$ cat src/rtl/gate_seq_pkg.sv
`default_nettype none
// ============================================================================
// Module   : gate_seq_pkg
// Brief    : Shared LSTM gate definitions: data defaults and sequencer states.
// Revision : 1.0
// ============================================================================
package gate_seq_pkg;

    localparam int WIDTH_DEF = 32;
    localparam int FRAC_DEF  = 16;

    typedef enum logic [1:0] {
        ST_IDLE  = 2'd0,
        ST_RUN   = 2'd1,
        ST_DRAIN = 2'd2
    } state_t;

    // Address width for a memory of 'depth' words, never narrower than 1 bit.
    function automatic int calc_aw(input int depth);
        return (depth > 1) ? $clog2(depth) : 1;
    endfunction

endpackage
`default_nettype wire

$ cat src/rtl/gate_seq_if.sv
`default_nettype none
// ============================================================================
// Module   : gate_seq_if
// Brief    : Control/address/result bundle between a gate sequencer and its
//            datapath + memories.
// Revision : 1.0
// ============================================================================
interface gate_seq_if #(
    parameter int WIDTH = 32,
    parameter int AW    = 12
);
    logic             start;
    logic             busy;
    logic [AW-1:0]    addr_x;
    logic [AW-1:0]    addr_w;
    logic [AW-1:0]    addr_h;
    logic [AW-1:0]    addr_u;
    logic [AW-1:0]    addr_b;
    logic             acc_x;
    logic             acc_h;
    logic             mask_x;
    logic             mask_h;
    logic [WIDTH-1:0] i_act;
    logic [WIDTH-1:0] o_act;
    logic             o_valid;
    logic [AW-1:0]    o_idx;
    logic             done;

    modport master (
        input  start, i_act,
        output busy, addr_x, addr_w, addr_h, addr_u, addr_b,
               acc_x, acc_h, mask_x, mask_h, o_act, o_valid, o_idx, done
    );

    modport slave (
        output start, i_act,
        input  busy, addr_x, addr_w, addr_h, addr_u, addr_b,
               acc_x, acc_h, mask_x, mask_h, o_act, o_valid, o_idx, done
    );
endinterface
`default_nettype wire

$ cat src/rtl/seq_idx_cnt.sv
`default_nettype none
// ============================================================================
// Module   : seq_idx_cnt
// Brief    : Nested element/neuron counter (k wraps at K_MAX, n advances on
//            wrap) exposing both current and next values plus last flags.
// Revision : 1.0
// ============================================================================
module seq_idx_cnt #(
    parameter int            AW    = 1,
    parameter logic [AW-1:0] K_MAX = '0,
    parameter logic [AW-1:0] N_MAX = '0
) (
    input  logic          clk,
    input  logic          rst,
    input  logic          clr,
    input  logic          en,
    output logic [AW-1:0] k,
    output logic [AW-1:0] n,
    output logic [AW-1:0] k_nxt,
    output logic [AW-1:0] n_nxt,
    output logic          k_last,
    output logic          step_last
);
    logic [AW-1:0] k_q, k_d;
    logic [AW-1:0] n_q, n_d;

    always_comb begin
        k_d = k_q;
        n_d = n_q;
        if (clr) begin
            k_d = '0;
            n_d = '0;
        end else if (en) begin
            if (k_q == K_MAX) begin
                k_d = '0;
                n_d = n_q + AW'(1);
            end else begin
                k_d = k_q + AW'(1);
            end
        end
    end

    always_ff @(posedge clk or negedge rst) begin
        if (!rst) begin
            k_q <= '0;
            n_q <= '0;
        end else begin
            k_q <= k_d;
            n_q <= n_d;
        end
    end

    assign k         = k_q;
    assign n         = n_q;
    assign k_nxt     = k_d;
    assign n_nxt     = n_d;
    assign k_last    = (k_q == K_MAX);
    assign step_last = (k_q == K_MAX) && (n_q == N_MAX);

endmodule
`default_nettype wire

$ cat src/rtl/gate_seq.sv
`default_nettype none
// ============================================================================
// Module   : gate_seq
// Brief    : Sequencer for one LSTM gate: issues x/w/h/u/b addresses, drives
//            MAC accumulate/mask controls and captures one activation per
//            neuron with valid/done strobes.
// Revision : 1.0
// ============================================================================
module gate_seq
    import gate_seq_pkg::*;
#(
    parameter int WIDTH   = WIDTH_DEF,
    parameter int X_LEN   = 53,
    parameter int H_LEN   = 53,
    parameter int NEURONS = 53
) (
    input  logic       clk,
    input  logic       rst,
    gate_seq_if.master bus
);
    localparam int N  = (X_LEN > H_LEN) ? X_LEN : H_LEN;
    localparam int AW = calc_aw(NEURONS * N);

    // Limits are held as "max index" values so they always fit in AW bits.
    localparam logic [AW-1:0] X_MAX  = AW'(X_LEN - 1);
    localparam logic [AW-1:0] H_MAX  = AW'(H_LEN - 1);
    localparam logic [AW-1:0] K_MAX  = AW'(N - 1);
    localparam logic [AW-1:0] N_MAX  = AW'(NEURONS - 1);
    localparam logic [AW-1:0] X_STEP = AW'(X_LEN);
    localparam logic [AW-1:0] H_STEP = AW'(H_LEN);

    state_t state_q;
    logic   busy_q;

    logic          start_ok, run, step_adv;
    logic [AW-1:0] k, n, k_nxt, n_nxt;
    logic          k_last, step_last;
    logic [AW-1:0] kx, kh;

    logic [AW-1:0] base_w_q, base_w_d, base_u_q, base_u_d;
    logic [AW-1:0] addr_x_q, addr_x_d, addr_w_q, addr_w_d;
    logic [AW-1:0] addr_h_q, addr_h_d, addr_u_q, addr_u_d;
    logic [AW-1:0] addr_b_q, addr_b_d;

    logic             acc_q, acc_d, mask_x_q, mask_x_d, mask_h_q, mask_h_d;
    logic             cap1_q, cap1_d, cap2_q, cap2_d;
    logic [AW-1:0]    n1_q, n1_d, n2_q, n2_d;
    logic [WIDTH-1:0] o_act_q, o_act_d;
    logic [AW-1:0]    o_idx_q, o_idx_d;
    logic             o_valid_q, o_valid_d, done_q, done_d;

    assign start_ok = (state_q == ST_IDLE) && bus.start;
    assign run      = (state_q == ST_RUN);
    assign step_adv = run && !step_last;

    seq_idx_cnt #(
        .AW    (AW),
        .K_MAX (K_MAX),
        .N_MAX (N_MAX)
    ) u_cnt (
        .clk       (clk),
        .rst       (rst),
        .clr       (start_ok),
        .en        (step_adv),
        .k         (k),
        .n         (n),
        .k_nxt     (k_nxt),
        .n_nxt     (n_nxt),
        .k_last    (k_last),
        .step_last (step_last)
    );

    always_ff @(posedge clk or negedge rst) begin
        if (!rst) begin
            state_q <= ST_IDLE;
            busy_q  <= 1'b0;
        end else begin
            case (state_q)
                ST_IDLE: begin
                    if (bus.start) begin
                        state_q <= ST_RUN;
                        busy_q  <= 1'b1;
                    end
                end
                ST_RUN: begin
                    if (step_last) state_q <= ST_DRAIN;
                end
                ST_DRAIN: begin
                    if (done_q) begin
                        state_q <= ST_IDLE;
                        busy_q  <= 1'b0;
                    end
                end
                default: begin
                    state_q <= ST_IDLE;
                    busy_q  <= 1'b0;
                end
            endcase
        end
    end

    // Addresses are computed from the counter's next value so they land in
    // the same cycle as the issue step; beyond the vector length they clamp.
    always_comb begin
        kx = (k_nxt > X_MAX) ? X_MAX : k_nxt;
        kh = (k_nxt > H_MAX) ? H_MAX : k_nxt;

        base_w_d = base_w_q;
        base_u_d = base_u_q;
        if (start_ok) begin
            base_w_d = '0;
            base_u_d = '0;
        end else if (step_adv && k_last) begin
            base_w_d = base_w_q + X_STEP;
            base_u_d = base_u_q + H_STEP;
        end

        addr_x_d = addr_x_q;
        addr_w_d = addr_w_q;
        addr_h_d = addr_h_q;
        addr_u_d = addr_u_q;
        addr_b_d = addr_b_q;
        if (start_ok || step_adv) begin
            addr_x_d = kx;
            addr_w_d = base_w_d + kx;
            addr_h_d = kh;
            addr_u_d = base_u_d + kh;
            addr_b_d = n_nxt;
        end
    end

    // Controls trail the issue step by the one-cycle memory latency; the
    // capture strobe trails the last element by one more for the MAC output.
    always_comb begin
        acc_d     = run && (k != '0);
        mask_x_d  = run && (k > X_MAX);
        mask_h_d  = run && (k > H_MAX);
        cap1_d    = run && k_last;
        n1_d      = n;
        cap2_d    = cap1_q;
        n2_d      = n1_q;
        o_valid_d = cap2_q;
        done_d    = cap2_q && (n2_q == N_MAX);
        o_act_d   = cap2_q ? bus.i_act : o_act_q;
        o_idx_d   = cap2_q ? n2_q : o_idx_q;
    end

    always_ff @(posedge clk or negedge rst) begin
        if (!rst) begin
            base_w_q  <= '0;
            base_u_q  <= '0;
            addr_x_q  <= '0;
            addr_w_q  <= '0;
            addr_h_q  <= '0;
            addr_u_q  <= '0;
            addr_b_q  <= '0;
            acc_q     <= 1'b0;
            mask_x_q  <= 1'b0;
            mask_h_q  <= 1'b0;
            cap1_q    <= 1'b0;
            cap2_q    <= 1'b0;
            n1_q      <= '0;
            n2_q      <= '0;
            o_act_q   <= '0;
            o_idx_q   <= '0;
            o_valid_q <= 1'b0;
            done_q    <= 1'b0;
        end else begin
            base_w_q  <= base_w_d;
            base_u_q  <= base_u_d;
            addr_x_q  <= addr_x_d;
            addr_w_q  <= addr_w_d;
            addr_h_q  <= addr_h_d;
            addr_u_q  <= addr_u_d;
            addr_b_q  <= addr_b_d;
            acc_q     <= acc_d;
            mask_x_q  <= mask_x_d;
            mask_h_q  <= mask_h_d;
            cap1_q    <= cap1_d;
            cap2_q    <= cap2_d;
            n1_q      <= n1_d;
            n2_q      <= n2_d;
            o_act_q   <= o_act_d;
            o_idx_q   <= o_idx_d;
            o_valid_q <= o_valid_d;
            done_q    <= done_d;
        end
    end

    assign bus.busy    = busy_q;
    assign bus.addr_x  = addr_x_q;
    assign bus.addr_w  = addr_w_q;
    assign bus.addr_h  = addr_h_q;
    assign bus.addr_u  = addr_u_q;
    assign bus.addr_b  = addr_b_q;
    assign bus.acc_x   = acc_q;
    assign bus.acc_h   = acc_q;
    assign bus.mask_x  = mask_x_q;
    assign bus.mask_h  = mask_h_q;
    assign bus.o_act   = o_act_q;
    assign bus.o_valid = o_valid_q;
    assign bus.o_idx   = o_idx_q;
    assign bus.done    = done_q;

endmodule
`default_nettype wire

$ cat src/flat_wrapper.sv
// flat-port wrapper written by rule: the top's interface ports become plain ports
module gate_seq_flat import gate_seq_pkg::*;
#(
    parameter int WIDTH   = WIDTH_DEF,
    parameter int X_LEN   = 53,
    parameter int H_LEN   = 53,
    parameter int NEURONS = 53
)
  (clk, rst, bus_start, bus_i_act, bus_busy, bus_addr_x, bus_addr_w, bus_addr_h, bus_addr_u, bus_addr_b, bus_acc_x, bus_acc_h, bus_mask_x, bus_mask_h, bus_o_act, bus_o_valid, bus_o_idx, bus_done);
  gate_seq_if #(.WIDTH(WIDTH)) bus_i ();
  input  logic clk;
  input  logic rst;
  input wire logic [$bits(bus_i.start)-1:0] bus_start;
  input wire logic [$bits(bus_i.i_act)-1:0] bus_i_act;
  output wire logic [$bits(bus_i.busy)-1:0] bus_busy;
  output wire logic [$bits(bus_i.addr_x)-1:0] bus_addr_x;
  output wire logic [$bits(bus_i.addr_w)-1:0] bus_addr_w;
  output wire logic [$bits(bus_i.addr_h)-1:0] bus_addr_h;
  output wire logic [$bits(bus_i.addr_u)-1:0] bus_addr_u;
  output wire logic [$bits(bus_i.addr_b)-1:0] bus_addr_b;
  output wire logic [$bits(bus_i.acc_x)-1:0] bus_acc_x;
  output wire logic [$bits(bus_i.acc_h)-1:0] bus_acc_h;
  output wire logic [$bits(bus_i.mask_x)-1:0] bus_mask_x;
  output wire logic [$bits(bus_i.mask_h)-1:0] bus_mask_h;
  output wire logic [$bits(bus_i.o_act)-1:0] bus_o_act;
  output wire logic [$bits(bus_i.o_valid)-1:0] bus_o_valid;
  output wire logic [$bits(bus_i.o_idx)-1:0] bus_o_idx;
  output wire logic [$bits(bus_i.done)-1:0] bus_done;
  assign bus_i.start = bus_start;
  assign bus_i.i_act = bus_i_act;
  assign bus_busy = bus_i.busy;
  assign bus_addr_x = bus_i.addr_x;
  assign bus_addr_w = bus_i.addr_w;
  assign bus_addr_h = bus_i.addr_h;
  assign bus_addr_u = bus_i.addr_u;
  assign bus_addr_b = bus_i.addr_b;
  assign bus_acc_x = bus_i.acc_x;
  assign bus_acc_h = bus_i.acc_h;
  assign bus_mask_x = bus_i.mask_x;
  assign bus_mask_h = bus_i.mask_h;
  assign bus_o_act = bus_i.o_act;
  assign bus_o_valid = bus_i.o_valid;
  assign bus_o_idx = bus_i.o_idx;
  assign bus_done = bus_i.done;
  gate_seq #(.WIDTH(WIDTH), .X_LEN(X_LEN), .H_LEN(H_LEN), .NEURONS(NEURONS)) u_core (.clk(clk), .rst(rst), .bus(bus_i));
endmodule
$ cat config.mk
export PLATFORM = sky130hd
export DESIGN_NAME = gate_seq_flat
export DESIGN_NICKNAME = d
export VERILOG_FILES = /design/src/rtl/gate_seq_pkg.sv /design/src/rtl/gate_seq_if.sv /design/src/rtl/seq_idx_cnt.sv /design/src/rtl/gate_seq.sv /design/src/flat_wrapper.sv
export SDC_FILE = /design/constraint.sdc
export NUM_CORES = 1
export LEC_CHECK = 0
export BUFFER_PORTS_ARGS = -buffer_cell sky130_fd_sc_hd__buf_4
export CAP_MARGIN = 30
export CORE_MARGIN = 1.5
export CORE_UTILIZATION = 56
export CTS_CLUSTER_SIZE = 24
export DETAILED_ROUTE_END_ITERATION = 10
export PLACE_DENSITY = 0.8
export SETUP_SLACK_MARGIN = 0.2
export SLEW_MARGIN = 30
export SYNTH_ARGS = -nofsm -noshare
export SYNTH_HDL_FRONTEND = slang
export SYNTH_HIERARCHICAL = 1
export SYNTH_SLANG_ARGS = --single-unit
$ cat constraint.sdc
create_clock -name clk -period 6.8 [get_ports clk]
set_clock_uncertainty 0.05 [all_clocks]
set_input_delay 1.02 -clock clk [delete_from_list [all_inputs] [get_ports clk]]
set_output_delay 1.02 -clock clk [all_outputs]
set_load 0.02 [all_outputs]
==> reports/results.txt, run 1 <==
Top cell type's share of synthesized area: 0.529
Clock sinks: 173
Family with the most delay on the worst path: simple AND/OR/NAND/NOR gates
DRT iter0 DRCs: 432
Setup repair bufs after CTS: 0
Max Cap Violations: 0
Area contributors post-synth: dfrtp_1 (53%), mux2_2 (6.6%), nand2_1 (5.0%), ha_1 (2.8%), xnor2_1 (2.5%)
Critical path origin: u_core/u_cnt/k[0]$_DFF_PN0_
Starting Density: 0.581
DR pass1 iterations: 5
Initial antenna violation count: 0
Crit path max fanout: 12
DIE WIDTH: 124 um
Io pins: 146
H-Tree Depth: 4
Max-slew violations: 0
Max Freq: 170 MHz
Max-Slew Margin vs Limit: 0.452
Syn_area_per_cell: 10.6 sq um
Vias in the first global route: 5832
Fraction of the yosys area taken by sequential cells: 0.529
Critical path's slowest cell: nor4_2
Worst path buffer plus inverter count: 2
Hold Crit Class: reg -> reg
Core Region: 14100 sq um
Worst vdd ir: 0.181 mV
Crit end category: flip-flop
Post-Syn Instances: 771
Grt ovf: 0
Largest net degree at the start of global routing: 92
CTS max path bufs: 2
P_leak: 0.00477 uW
Vias: 6191
Port Buffers: 145
Ys async rst share: 1.00
Root buffer cell: clkbuf_16
Crit-path cells: inv_1 > ha_1 > and4bb_4 > and3_1 > and4_1 > nor2_1 > nand4_2 > nand2b_1 > nor2_1 > nor4_2 > nand2_1 > a31oi_1 > nand2_1 > inv_1 > ha_1 > a21oi_1 > a211oi_1 > nor4_1 > o31ai_2 > mux2i_1 > or3_1
Type of element launching the critical path: flip-flop
Gp weighted congestion: 0.842
CTS Hold Bufs: 0
Total wire length: 17900 um
Antenna cells: 0
WL per Instance: 16.4 um
Fillers: 1041
RSZ-0062 raised after global routing: false
Clk slew on worst S/H paths: 0.07 ns
Final ANT Viol Nets: 0
Final core utilization: 0.707
Post-synth EDFFs: 0
Power Total: 2260 uW
Yosys cell types: 66
Final instance area: 9960 sq um
Setup CP Type: reg -> reg
Core Rows: 43
PostCTS Resize Cnt: 0
Num CTS Buffers: 17
Setup_tns: 0 ns
Worst Tran Pin Value: 0.822 ns
Die H: 124 um
Status: finished, final reports clean
Max incr delay on CP: 0.60 ns
Period utilization: 0.863
Final hold vios: 0
Total track usage: 0.248
PD cells: 227 nW/um^2
Setup violators final: 0
Worst EP required: 7.05 ns
# DRC: 0
Synth Cell Area: 8180 sq um
Placed wire-length estimate: 12500 um
Primary FF master, synth: dfrtp_1
Fin nets: 956
Clk_lat worst skew: 0.43 ns
Final min period: 5.87 ns
Worst r2r src: u_core/u_cnt/k[0]$_DFF_PN0_
#FFs+latches synth: 173
Yosys Warn Count: 6
Global-route wire length before repair: 29300 um
Area after DPL: 9330 sq um
Layout cells sized above 1: 0.275
Worst min-delay path startpoint: u_core/n1_q[4]$_DFF_PN0_
Via density: 5.66
Critical Path AT: 6.12 ns
Die footprint: 15300 sq um
Leading area contributor after synthesis: dfrtp_1
Syn-to-layout area delta: 21.7%
CTS tree: yes
-- layout make-up --
| type | instances | area, sq um | area share |
|---|---|---|---|
| timing repair buffer | 149 | 1130 | 0.113 |
| inverter | 30 | 113 | 0.0113 |
| sequential | 173 | 4330 | 0.435 |
| multi-input combinational | 530 | 3540 | 0.355 |
| clock buffer | 19 | 453 | 0.0455 |
| tap | 180 | 225 | 0.0226 |
| clock inverter | 13 | 174 | 0.0175 |
-- state kept, by name (all words and copies together) (netlist names), 2 cells and up --
| name | flops |
|---|---|
| u_core/u_cnt/k | 12 |
| u_core/base_w_q | 12 |
| u_core/bus.addr_h | 12 |
| u_core/bus.addr_b | 12 |
| u_core/bus.addr_w | 12 |
| u_core/bus.addr_u | 12 |
| u_core/u_cnt/n | 12 |
| u_core/n2_q | 12 |
| u_core/state_q | 2 |
| u_core/bus.o_idx | 12 |
| u_core/base_u_q | 12 |
| u_core/n1_q | 12 |
| u_core/bus.o_act | 32 |
-- metal layers --
metal  track usage  part of all wire
met5             0                 0
met4        0.0675             0.014
met3        0.0696             0.082
met2         0.400              0.47
met1         0.333              0.43
-- synth_stat cells, types with 6 or more instances --
cell type	number
nand3_1	12
and2_1	14
o21ai_0	38
a211oi_1	6
nand4_1	8
or3_1	17
ha_1	18
nor3_1	10
and4_1	7
inv_1	30
a21o_1	8
clkbuf_1	20
mux2_2	48
xor2_1	14
nand2_1	108
o211ai_1	11
nor4_1	7
a31oi_1	6
buf_4	15
a21oi_1	30
nor2_1	53
dfrtp_1	173
and3_1	6
xnor2_1	23
-- per-stage QoR --
stage | hold slack (ns) | instances | worst slack, ns
detailed placement | 0.285 | 1062 | 1.01
global route | 0.304 | 1094 | 0.309
CTS | 0.299 | 1094 | 0.956
global placement | 0.282 | 1062 | 1.22
finish | 0.297 | 1094 | 0.928
floorplan | 0.281 | 776 | 1.39
-- layout by cell type (no fill, tap or decap), types with 17 or more instances in the layout --
cell type  synthesis  final
mux2_2            48     48
inv_1             30     30
nor2_1            53     53
o21ai_0           38     38
ha_1              18     18
or3_1             17     17
a21oi_1           30     30
buf_4             15    147
nand2_1          108    108
clkbuf_16          0     17
xnor2_1           23     23
dfrtp_1          173    172
-- where the power goes --
part	switching, uW	total, uW	internal [uW]
clock	427	1000	577
sequential	24.4	1090	1060
combinational	98.7	168	69.2
-- logic make-up (layout without fill, tap and decap cells) --
group                      count (synthesis)  after routing  synth area share
xor gates and xnor gates                  37             37            0.0396
AOI/OAI and AO/OA                        132            132             0.106
other                                      1              6          0.000458
DFF                                      173            173             0.529
muxes                                     53             53            0.0722
buffers and inverters                     73            211            0.0411
adders and majority gates                 22             22            0.0349
and+or+nand+nor                          280            280             0.177
-- worst paths after layout --
kind | to | slack (ns) | depth (start not counted)
worst max-delay path | u_core/bus.addr_w[9]$_DFFE_PN0P_ | 0.93 | 21
worst min-delay path | u_core/n2_q[4]$_DFF_PN0_ | 0.30 | 0
worst max register to register | u_core/bus.addr_w[9]$_DFFE_PN0P_ | 0.93 | 21
worst min register to register | u_core/n2_q[4]$_DFF_PN0_ | 0.30 | 0
max in group asynchronous | u_core/cap2_q$_DFF_PN0_ | 4.86 | 2
min in group asynchronous | u_core/bus.o_act[31]$_DFFE_PN0P_ | 0.60 | 1
-- worst register-to-register path: cells and delay by family, from the launching register on --
kind	cells	cell delay, ns
buffers and inverters	2	0.25
DFF	1	0.45
adders and majority gates	2	0.46
and+or+nand+nor	12	3.68
AOI/OAI and AO/OA	4	0.70
muxes	1	0.14
(Power assumes the default switching activity.)
==> run 2, diff against run 1 <==
--- a/config.mk
+++ b/config.mk
@@ -5,13 +5,14 @@
 export SDC_FILE = /design/constraint.sdc
 export NUM_CORES = 1
 export LEC_CHECK = 0
+export ABC_AREA = 1
 export BUFFER_PORTS_ARGS = -buffer_cell sky130_fd_sc_hd__buf_4
 export CAP_MARGIN = 30
 export CORE_MARGIN = 1.5
-export CORE_UTILIZATION = 56
+export CORE_UTILIZATION = 57
 export CTS_CLUSTER_SIZE = 24
 export DETAILED_ROUTE_END_ITERATION = 10
-export PLACE_DENSITY = 0.8
+export PLACE_DENSITY = 0.81
 export SETUP_SLACK_MARGIN = 0.2
 export SLEW_MARGIN = 30
 export SYNTH_ARGS = -nofsm -noshare
==> run 2 against run 1 <==
  * Setup slack better by 0.90 ns
  * First-iteration DRC count grew 43%
  * Synthesized cell count up 32%
  * Non-clock buffer count stayed put
==> reports/results.txt, run 2 <==
PD cells: 201 nW/um^2
Critical path origin: u_core/u_cnt/k[0]$_DFF_PN0_
Vias in the first global route: 6777
H-Tree Depth: 4
Most frequent cells in the layout: nand2_1 (345), dfrtp_1 (173), buf_4 (147)
Placed wire-length estimate: 13600 um
Area contributors post-synth: dfrtp_1 (51%), nand2_1 (15%), nor2_1 (4.1%), inv_1 (4.0%), nand3_1 (2.9%)
Critical path's slowest cell: nor2_1
Final instance area: 10200 sq um
WL per Instance: 14.6 um
Most frequent cell after synthesis: nand2_1
Max-Slew Margin vs Limit: 0.386
Top cell type's share of synthesized area: 0.509
Fillers: 1141
Clk_lat worst skew: 0.43 ns
Family with the most delay on the worst path: simple AND/OR/NAND/NOR gates
Root buffer cell: clkbuf_16
Die footprint: 15700 sq um
Total track usage: 0.263
Synth Area in Adders: 0.0312
Worst vdd ir: 0.174 mV
Grt ovf: 0
Leading area contributor after synthesis: dfrtp_1
Vias: 7110
Largest net degree at the start of global routing: 89
Final min period: 4.97 ns
Syn-to-layout area delta: 20.4%
Primary FF master, synth: dfrtp_1
Hold Crit Class: reg -> reg
Initial antenna violation count: 0
Main combinational cell family by area after synthesis: simple AND/OR/NAND/NOR gates
Crit end category: flip-flop
Area after DPL: 9660 sq um
P_leak: 0.00533 uW
CP Capture Point: u_core/bus.addr_u[8]$_DFFE_PN0P_
CP dominant cell by count: nor2_1
RR Endpoint: u_core/bus.addr_u[8]$_DFFE_PN0P_
Post-Syn Instances: 1020
Setup_tns: 0 ns
# DRC: 0
Setup repair bufs after CTS: 0
Core Rows: 44
Mux contribution to synthesized area: 0
Status: finished, final reports clean
Final ANT Viol Nets: 0
Ys async rst share: 1.00
Worst r2r src: u_core/u_cnt/k[0]$_DFF_PN0_
Most common cell after layout, fill and taps aside: nand2_1
Clock sinks: 173
CTS Hold Bufs: 0
Crit path max fanout: 9
PostCTS Resize Cnt: 0
Final hold vios: 0
Final core utilization: 0.705
Clk slew on worst S/H paths: 0.07 ns
Synth Cell Area: 8510 sq um
Period utilization: 0.731
Worst EP required: 7.08 ns
Port Buffers: 145
Io pins: 146
Post-synth top cells: nand2_1 (345), dfrtp_1 (173), nor2_1 (92)
Synth Area in Simple Gates: 0.318
Post-synthesis xor/xnor area fraction: 0.0195
Starting Density: 0.586
Yosys cell types: 48
DR pass1 iterations: 7
#FFs+latches synth: 173
Max-slew violations: 0
Layout cells sized above 1: 0.226
Type of element launching the critical path: flip-flop
Gp weighted congestion: 0.875
Total wire length: 19800 um
Worst path buffer plus inverter count: 3
Largest register FFs: 32
Antenna cells: 0
Core Region: 14500 sq um
Compound-gate portion of the synthesized area: 0.0494
Yosys Warn Count: 6
Syn_area_per_cell: 8.35 sq um
RSZ-0062 raised after global routing: false
CTS max path bufs: 2
Setup violators final: 0
Worst reg2reg setup slack: 1.83 ns
Fraction of the yosys area taken by sequential cells: 0.509
CTS tree: yes
Worst min-delay path startpoint: u_core/n1_q[8]$_DFF_PN0_
DRT iter0 DRCs: 618
Num CTS Buffers: 17
Die H: 125 um
Max Freq: 201 MHz
Post-synth EDFFs: 0
Max incr delay on CP: 0.65 ns
Critical path depth: 29
Worst Tran Pin Value: 0.918 ns
DIE WIDTH: 125 um
Critical Path AT: 5.25 ns
Setup CP Type: reg -> reg
FF-to-FF path depth: 29
Via density: 5.26
Fin nets: 1210
Max Cap Violations: 0
Global-route wire length before repair: 33100 um
## run 2: cell count changes in the layout (fill, tap and decap cells not counted), sizes merged, moves of 11 or more
| cell | before | now |
|---|---|---|
| and2 | 14 | 0 |
| inv | 36 | 107 |
| mux2 | 48 | 0 |
| nand2 | 108 | 371 |
| nand3 | 12 | 64 |
| nor2 | 53 | 116 |
| o211ai | 11 | 0 |
| or3 | 18 | 0 |
| xnor2 | 23 | 1 |
## run 2: metal layers
| metal | routed length, um | part of all wire | track usage |
|---|---|---|---|
| met1 | 8730 | 0.44 | 0.365 |
| met2 | 9270 | 0.47 | 0.417 |
| met3 | 1380 | 0.070 | 0.0548 |
| met4 | 385 | 0.019 | 0.0902 |
| met5 | 0 | 0 | 0 |
## run 2: layout make-up
type / instances / area (sq um) / share of cell area
inverter: 105 / 397 / 0.0387
multi-input combinational: 709 / 3580 / 0.349
clock inverter: 13 / 151 / 0.0148
timing repair buffer: 149 / 1130 / 0.110
clock buffer: 19 / 433 / 0.0422
sequential: 173 / 4330 / 0.422
tap: 184 / 230 / 0.0225
## run 2: power by group
| part | internal, uW | total (uW) | switching (uW) |
|---|---|---|---|
| clock network | 550 | 974 | 423 |
| registers | 1030 | 1030 | 1.68 |
| logic | 21.1 | 54.5 | 33.4 |
## run 2: how the worst min path moves through the flow
stage / slack [ns] / cells after the start / endpoint
2_1_floorplan: 0.28 / 0 / u_core/cap2_q$_DFF_PN0_
3_3_place_gp: 0.28 / 0 / u_core/n2_q[5]$_DFF_PN0_
3_5_place_dp: 0.28 / 0 / u_core/n2_q[11]$_DFF_PN0_
4_1_cts: 0.30 / 0 / u_core/n2_q[8]$_DFF_PN0_
5_1_grt: 0.30 / 0 / u_core/n2_q[10]$_DFF_PN0_
6_report: 0.30 / 0 / u_core/n2_q[8]$_DFF_PN0_
## run 2: cell families (layout without fill, tap and decap cells)
group,after synthesis,count (layout)
xor gates and xnor gates,19,19
and+or+nand+nor,589,589
DFF,173,173
buffers and inverters,143,286
AOI/OAI and AO/OA,75,75
other,1,6
adders and majority gates,20,20
## run 2: per-stage QoR
step	total power, uW	hold slack, ns	worst slack (ns)	std cells
final	2060	0.298	1.83	1352
after global routing	2130	0.299	1.31	1352
after CTS	2070	0.297	1.88	1352
after detailed placement	1110	0.285	1.74	1320
after global placement	1110	0.282	1.91	1320
after floorplan	1070	0.281	2.69	1025
